**config.mk**
```make
export PLATFORM = sky130hd
export DESIGN_NAME = inst_fetch_queue
export DESIGN_NICKNAME = d
export VERILOG_FILES = /design/src/rtl/inst_fetch_queue.sv
export SDC_FILE = /design/constraint.sdc
export NUM_CORES = 1
export LEC_CHECK = 0
export ABC_CLOCK_PERIOD_IN_PS = 8950
export BUFFER_PORTS_ARGS = -buffer_cell sky130_fd_sc_hd__buf_2
export CORE_ASPECT_RATIO = 2
export CORE_MARGIN = 2
export CORE_UTILIZATION = 35
export DETAILED_ROUTE_END_ITERATION = 12
export PLACE_DENSITY = 0.59
export SETUP_SLACK_MARGIN = 0.15
export SYNTH_ARGS = -nofsm -noshare
export SYNTH_HDL_FRONTEND = slang
export SYNTH_SLANG_ARGS = --single-unit
export TNS_END_PERCENT = 50
```
**constraint.sdc**
```tcl
create_clock -name clk -period 8.95 [get_ports clk]
set_clock_uncertainty 0.15 [all_clocks]
set_input_delay 0.4475 -clock clk [delete_from_list [all_inputs] [get_ports clk]]
set_output_delay 0.4475 -clock clk [all_outputs]
set_load 0.05 [all_outputs]
```
**src/rtl/inst_fetch_queue.sv**
```systemverilog
// inst_fetch_queue
// Circular instruction queue between the fetch and decode stages. Each entry
// holds the fetch PC, the instruction word, the fetch exception vector and the
// delay-slot flag. A pushed entry can be popped one cycle later at the
// earliest; there is no bypass around an empty queue.
//
// Ports
//   clk, rst          : clock, asynchronous active-high reset
//   flush_i           : drop every queued entry at the next edge; overrides push/pop
//   push_valid_i      : fetch offers an entry
//   push_ready_o      : queue not full (independent of pop_ready_i)
//   push_*_i          : entry fields (pc, instr, except, dslot)
//   pop_ready_i       : decode consumes the head entry
//   pop_valid_o       : queue not empty
//   pop_*_o           : head entry fields, forced to 0 while empty
//   count_o           : current occupancy, 0..DEPTH
//   almost_full_o     : count_o >= AF_LEVEL
module inst_fetch_queue #(
  parameter int DEPTH    = 8,
  parameter int EXC_W    = 8,
  parameter int AF_LEVEL = DEPTH - 2
) (
  input  logic                     clk,
  input  logic                     rst,
  input  logic                     flush_i,
  input  logic                     push_valid_i,
  output logic                     push_ready_o,
  input  logic [31:0]              push_pc_i,
  input  logic [31:0]              push_instr_i,
  input  logic [EXC_W-1:0]         push_except_i,
  input  logic                     push_dslot_i,
  input  logic                     pop_ready_i,
  output logic                     pop_valid_o,
  output logic [31:0]              pop_pc_o,
  output logic [31:0]              pop_instr_o,
  output logic [EXC_W-1:0]         pop_except_o,
  output logic                     pop_dslot_o,
  output logic [$clog2(DEPTH):0]   count_o,
  output logic                     almost_full_o
);

  localparam int PTR_W = $clog2(DEPTH);
  localparam int CNT_W = PTR_W + 1;
  localparam logic [CNT_W-1:0] FULL_CNT = CNT_W'(DEPTH);
  localparam logic [CNT_W-1:0] AF_CNT   = CNT_W'(AF_LEVEL);

  logic [PTR_W-1:0] rd_ptr_q, rd_ptr_d;
  logic [PTR_W-1:0] wr_ptr_q, wr_ptr_d;
  logic [CNT_W-1:0] count_q, count_d;

  // Entry storage is deliberately left without reset; the counter alone
  // decides which entries are meaningful.
  logic [31:0]      pc_mem_q    [DEPTH];
  logic [31:0]      instr_mem_q [DEPTH];
  logic [EXC_W-1:0] exc_mem_q   [DEPTH];
  logic             dslot_mem_q [DEPTH];

  logic push_fire;
  logic pop_fire;

  assign push_ready_o = (count_q != FULL_CNT);
  assign pop_valid_o  = (count_q != '0);
  assign push_fire    = push_valid_i && push_ready_o;
  assign pop_fire     = pop_valid_o && pop_ready_i;

  always_comb begin
    rd_ptr_d = rd_ptr_q;
    wr_ptr_d = wr_ptr_q;
    count_d  = count_q;
    if (flush_i) begin
      rd_ptr_d = '0;
      wr_ptr_d = '0;
      count_d  = '0;
    end else begin
      if (push_fire) wr_ptr_d = wr_ptr_q + PTR_W'(1);
      if (pop_fire)  rd_ptr_d = rd_ptr_q + PTR_W'(1);
      // Simultaneous push and pop leaves the occupancy unchanged.
      case ({push_fire, pop_fire})
        2'b10:   count_d = count_q + CNT_W'(1);
        2'b01:   count_d = count_q - CNT_W'(1);
        default: count_d = count_q;
      endcase
    end
  end

  always_ff @(posedge clk or posedge rst) begin
    if (rst) begin
      rd_ptr_q <= '0;
      wr_ptr_q <= '0;
      count_q  <= '0;
    end else begin
      rd_ptr_q <= rd_ptr_d;
      wr_ptr_q <= wr_ptr_d;
      count_q  <= count_d;
    end
  end

  always_ff @(posedge clk) begin
    if (push_fire && !flush_i) begin
      pc_mem_q[wr_ptr_q]    <= push_pc_i;
      instr_mem_q[wr_ptr_q] <= push_instr_i;
      exc_mem_q[wr_ptr_q]   <= push_except_i;
      dslot_mem_q[wr_ptr_q] <= push_dslot_i;
    end
  end

  // Empty queue presents an all-zero head so decode sees a NOP and never
  // reads unwritten storage.
  assign pop_pc_o      = pop_valid_o ? pc_mem_q[rd_ptr_q]    : '0;
  assign pop_instr_o   = pop_valid_o ? instr_mem_q[rd_ptr_q] : '0;
  assign pop_except_o  = pop_valid_o ? exc_mem_q[rd_ptr_q]   : '0;
  assign pop_dslot_o   = pop_valid_o ? dslot_mem_q[rd_ptr_q] : 1'b0;

  assign count_o       = count_q;
  assign almost_full_o = (count_q >= AF_CNT);

endmodule

```
Word-level counts from Yosys, hierarchy flattened
Memory sizes are Yosys's and may differ from the RTL's.
Index checks and enable logic that the tools add are counted.
{"block": "word_totals", "reg_bits": 10, "latchBits": 0, "mem_bits_rw": 584, "rom_bits": 0, "out_inout_bits": 80, "elab_cells": 35, "mem_count": 4}
{"memory": "instr_mem_q", "words": 8, "word_bits": 32, "read_ports": 1, "rd_clocked_by_memory_dff": 0, "write_ports": 1, "line": "54", "source": "logic [31:0] instr_mem_q [DEPTH];"}
{"memory": "pc_mem_q", "words": 8, "word_bits": 32, "read_ports": 1, "rd_clocked_by_memory_dff": 0, "write_ports": 1, "line": "53", "source": "logic [31:0] pc_mem_q [DEPTH];"}
{"memory": "exc_mem_q", "words": 8, "word_bits": 8, "read_ports": 1, "rd_clocked_by_memory_dff": 0, "write_ports": 1, "line": "55", "source": "logic [EXC_W-1:0] exc_mem_q [DEPTH];"}
{"memory": "dslot_mem_q", "words": 8, "word_bits": 1, "read_ports": 1, "rd_clocked_by_memory_dff": 0, "write_ports": 1, "line": "56", "source": "logic dslot_mem_q [DEPTH];"}
{"block": "op_classes", "n_addsub": 4, "n_mul": 0, "div_mod_pow": 0, "magnitude_cmp": 1, "n_eq_ne": 3, "n_shift": 0, "n_mux": 12, "bitwise_logic": 0, "n_reduce_logical": 8}
{"operator": "two-way mux 32 bit", "n": 2}
{"operator": "two-way mux 3 bit", "n": 4}
{"operator": "two-way mux 8 bit", "n": 1}
{"operator": "one-hot mux 4 bit (2 select lines)", "n": 1}
{"operator": "adder 3 x 1 -> 3 bit, second input constant", "n": 2}
{"operator": "adder 4 x 1 -> 4 bit, second input constant", "n": 1}
{"operator": "greater-or-equal comparator 4 x 3 -> 1 bit, second input constant", "n": 1}
{"operator": "two-way mux 4 bit", "n": 1}
{"operator": "inequality test 4 bit, second input constant", "n": 1}
{"operator": "nonzero test 2 bit", "n": 2}
{"operator": "nonzero test 4 bit", "n": 1}
{"operator": "subtractor 4 x 1 -> 4 bit, second input constant", "n": 1}
{"operator": "logical AND 1 bit", "n": 3}
{"operator": "two-way mux 1 bit", "n": 3}
{"operator": "nonzero test 3 bit", "n": 1}
{"operator": "equality test 2 x 1 -> 1 bit, second input constant", "n": 1}
{"operator": "equality test 2 bit, second input constant", "n": 1}
{"operator": "zero test 1 bit", "n": 1}

Depth between registers and ports, before layout
{"block": "logic_depth", "word_depth": 5, "depth_mapped": 10}

Worst setup path after synthesis
Ideal clock, no wire load.
{"block": "synth_timing", "kind": "register -> register", "startpoint": "register count_q[3] (netlist: count_o[3])", "endpoint": "memory dslot_mem_q[0], enable pin", "setup_ps": 594, "arrival_ps": 6652, "required_ps": 8206, "path_slack_ps": 1554, "path_stages_with_launch": 7, "synth_period_minus_slack_ps": 7396, "cell_sequence": "dfrtp_1 > buf_2 > or4b_1 > buf_2 > nand2_2 > or3_4 > nor3_1"}
{"block": "synth_between", "elab_chain_cells": 5}
{"element": "from (decl)", "line": "49", "source": "logic [CNT_W-1:0] count_q, count_d;"}
{"element": "from (signal assigned)", "line": "94", "source": "count_q <= count_d;"}
{"element": "inequality test 4 bit", "line": "61", "source": "assign push_ready_o = (count_q != FULL_CNT);"}
{"element": "via push_ready_o", "line": "27", "source": "output logic push_ready_o,"}
{"element": "logical AND 1 bit", "line": "63", "source": "assign push_fire = push_valid_i && push_ready_o;"}
{"element": "logical AND 1 bit", "line": "99", "source": "if (push_fire && !flush_i) begin"}
{"element": "two-way mux 1 bit", "line": "99"}
{"element": "two-way mux 1 bit (not written as such)", "line": "103", "source": "dslot_mem_q[wr_ptr_q] <= push_dslot_i;"}
{"element": "to (decl)", "line": "56"}
The timed path passes the listed nets, and every way through them passes these cells.

Worst setup path in the final report
{"block": "layout_timing", "startpoint": "register rd_ptr_q[0]", "endpoint": "output pop_pc_o[2]"}
{"block": "layout_between", "elab_chain_cells": 2}
{"element": "from (decl)", "line": "47", "source": "logic [PTR_W-1:0] rd_ptr_q, rd_ptr_d;"}
{"element": "from (signal assigned)", "line": "92", "source": "rd_ptr_q <= rd_ptr_d;"}
{"element": "memory (8 x 32 bit)"}
{"element": "two-way mux 32 bit", "line": "109", "source": "assign pop_pc_o = pop_valid_o ? pc_mem_q[rd_ptr_q] : '0;"}
{"element": "to (decl)", "line": "34", "source": "output logic [31:0] pop_pc_o,"}
Every way passes these cells.

==> impl_metrics.env <==
export IMPL_drv_cap=0
export IMPL_cp_buffers_inverters=2
export IMPL_final_cell_mix="edfxtp_1, buf_2, mux4_2"
export IMPL_cts_setup_buffers=0
export IMPL_dpl_hpwl_um=26000
export IMPL_cpMaxStageDelayCell="dfrtp_4"
export IMPL_dp_cells=2013
export IMPL_p_leak_nw=8.55
export IMPL_ant_nets=0
export IMPL_seq_area_mm2=0.0178
export IMPL_row_count=132
export IMPL_cts_root_buffer="clkbuf_16"
export IMPL_outcome="finished clean"
export IMPL_worstSetupEndpointType="primary output"
export IMPL_power_mw=7.74
export IMPL_clk_pin_slew_worst_paths_ns=0.06
export IMPL_synthDominantCellAreaShare=0.765
export IMPL_dr_first_iter_drc_count=717
export IMPL_synth_edf_count=584
export IMPL_crit_family="flip-flops"
export IMPL_synth_warnings=0
export IMPL_core_area_mm2=0.0647
export IMPL_synth_nets=1100
export IMPL_grt_usage=0.149
export IMPL_fin_crit_ns=4.44
export IMPL_stdcell_area_mm2=0.0271
export IMPL_hold_depth=2
export IMPL_relSlewSlack=0.261
export IMPL_wirelength_um=49600
export IMPL_yosysUniqueCellTypes=36
export IMPL_tns_ns=0
export IMPL_power_density_mw_per_mm2=286
export IMPL_routabilityCongestion=0.686
export IMPL_hold_viol=0
export IMPL_min_period_over_period=0.496
export IMPL_antenna_found_initial=7
export IMPL_grt_max_degree=63
export IMPL_drive_gt1_frac=0.315
export IMPL_path_cells="buf_4 -> mux4_2 -> mux2i_1 -> nor2_1 -> buf_2"
export IMPL_die_h_um=366
export IMPL_finalSetupViolCount=0
export IMPL_drv_slew=0
export IMPL_io_pins=158
export IMPL_ys_ff_latch=594
export IMPL_dieArea_mm2=0.0677
export IMPL_grt_pass1_vias=11910
export IMPL_startpoint_type="flop"
export IMPL_synth_area_mm2=0.0229
export IMPL_grt_pass1_wl_um=75200
export IMPL_irDropWorstVdd_v=0.000165
export IMPL_multi_input_area_mm2=0.00482
export IMPL_yosys_top_cells_area="edfxtp_1, mux4_2, mux2i_1, nor2_1, dfrtp_1"
export IMPL_rsz0062_at_grt="no"
export IMPL_reg2reg_depth=4
export IMPL_die_width_um=185
export IMPL_detailed_place_area_mm2=0.0247
export IMPL_grt_overflow_total=0
export IMPL_wire_per_inst_um=22.7
export IMPL_crit_fanout=51
export IMPL_drt_pass1_iter_count=7
export IMPL_cts_tree="yes"
export IMPL_arrival_ns=3.84
export IMPL_ys_seq_area_frac=0.776
export IMPL_synth_async_reset_ratio=0.0168
export IMPL_num_vias=10823
export IMPL_cts_max_level=2
export IMPL_crit_cells=5
export IMPL_start_util=0.354
export IMPL_hold_path_class="in -> reg"
export IMPL_worstSkewPairLatency_ns=0.57
export IMPL_synth_avg_cell_area_um2=22.5
export IMPL_synth_cells=1018
export IMPL_slowest_delay_ns=1.15
export IMPL_route_detailed_drc=0
export IMPL_viasPerCell=4.95
export IMPL_synth_flop_cell="edfxtp_1"
export IMPL_cts_sinks=594
export IMPL_syn2layout_area_growth_pct=18.1
export IMPL_cts_buffer_depth=3
export IMPL_crit_type="reg -> out"
export IMPL_fin_cells=2186
export IMPL_worstPathRequired_ns=8.35
export IMPL_fill_cells=5782
export IMPL_final_common_cell="edfxtp_1"
export IMPL_synth_top_area_cell="edfxtp_1"
export IMPL_hold_ws_ns=0.0582
export IMPL_tightest_slew_ns=1.11
export IMPL_cts_inserted_buffers=52
export IMPL_nNetsFinal=1352
export IMPL_io_buffers=157
export IMPL_fmax_mhz=225
[synth_stat cells, drive strengths merged (2+ instances only)]
| cell type | number |
|---|---|
| clkbuf | 5 |
| mux2i | 74 |
| dfrtp | 10 |
| buf | 51 |
| nand2b | 2 |
| a21oi | 7 |
| and2 | 2 |
| a221oi | 2 |
| or3 | 4 |
| ha | 4 |
| a21o | 3 |
| nor2b | 2 |
| inv | 2 |
| edfxtp | 584 |
| a31oi | 2 |
| nand3 | 6 |
| o21ai | 3 |
| nor3 | 4 |
| mux4 | 146 |
| nor2 | 85 |
| xor2 | 4 |
| nand2 | 8 |
[final cells by class]
class,instances,share of cell area
flip-flops and latches,594,0.657
multi-input cells,366,0.178
repair buffers,254,0.0628
clock buffers,65,0.0506
well taps,871,0.0402
clock inverters,29,0.0103
diodes,5,0.000462
inverters,2,0.000277
[worst paths after layout]
path,endpoint,startpoint,slack (ns)
max in group asynchronous,rd_ptr_q[1],rst,8.03
max reg2reg,pc_mem_q[5][10],count_o[1],5.41
min in group asynchronous,count_o[0],rst,0.27
max,pop_pc_o[2],rd_ptr_q[0],4.51
min reg2reg,wr_ptr_q[0],wr_ptr_q[0],0.46
min,count_o[0],flush_i,0.06
[timing repair]
action	CTS	global route
endpoints found under the hold margin	594	0
gates resized for setup	0	0
hold buffers	74	0
[routing by layer]
| layer | vias to the layer above | track usage | share of wire |
|---|---|---|---|
| met1 | 5768 | 0.195 | 0.43 |
| met4 | 4 | 0.0507 | 0.026 |
| met2 | 248 | 0.252 | 0.50 |
| li1 | 4729 | - | - |
| met5 | - | 0 | 0.00044 |
| met3 | 74 | 0.0218 | 0.040 |
[registers in the layout (all words and copies together), names as in the netlist]
| register | count |
|---|---|
| count_o | 4 |
| wr_ptr_q | 3 |
| dslot_mem_q | 8 |
| pc_mem_q | 256 |
| rd_ptr_q | 3 |
| instr_mem_q | 256 |
| exc_mem_q | 64 |
[cell families after synthesis]
| kind of cell | count (synthesis) | share of synthesized area |
|---|---|---|
| muxes | 220 | 0.176 |
| and+or+nand+nor | 118 | 0.0223 |
| xor gates and xnor gates | 4 | 0.00153 |
| AOI/OAI and AO/OA | 19 | 0.00535 |
| adders and majority gates | 5 | 0.00262 |
| DFF | 594 | 0.776 |
| buffers and inverters | 58 | 0.0166 |
[power breakdown]
part	switching, mW	total, mW	internal [mW]
clock	0.969	2.20	1.23
combinational	1.67	2.29	0.622
sequential	0.0866	3.25	3.16
total	2.73	7.74	5.02
[worst register-to-register path, cell delays in order (launching register included)]
cell and delay (ns):
dfrtp_1 0.56, or4b_1 0.30, nand4b_1 0.39, nor2_4 0.80, buf_4 0.92
[per-stage QoR]
step | utilization | worst slack [ns]
4_1_cts | 0.418 | 4.34
6_report | 0.418 | 4.51
3_5_place_dp | 0.381 | 4.99
3_3_place_gp | 0.381 | 4.97
5_1_grt | 0.418 | 4.13
2_1_floorplan | - | 1.55
No activity file was read; power rests on OpenSTA's default activity.
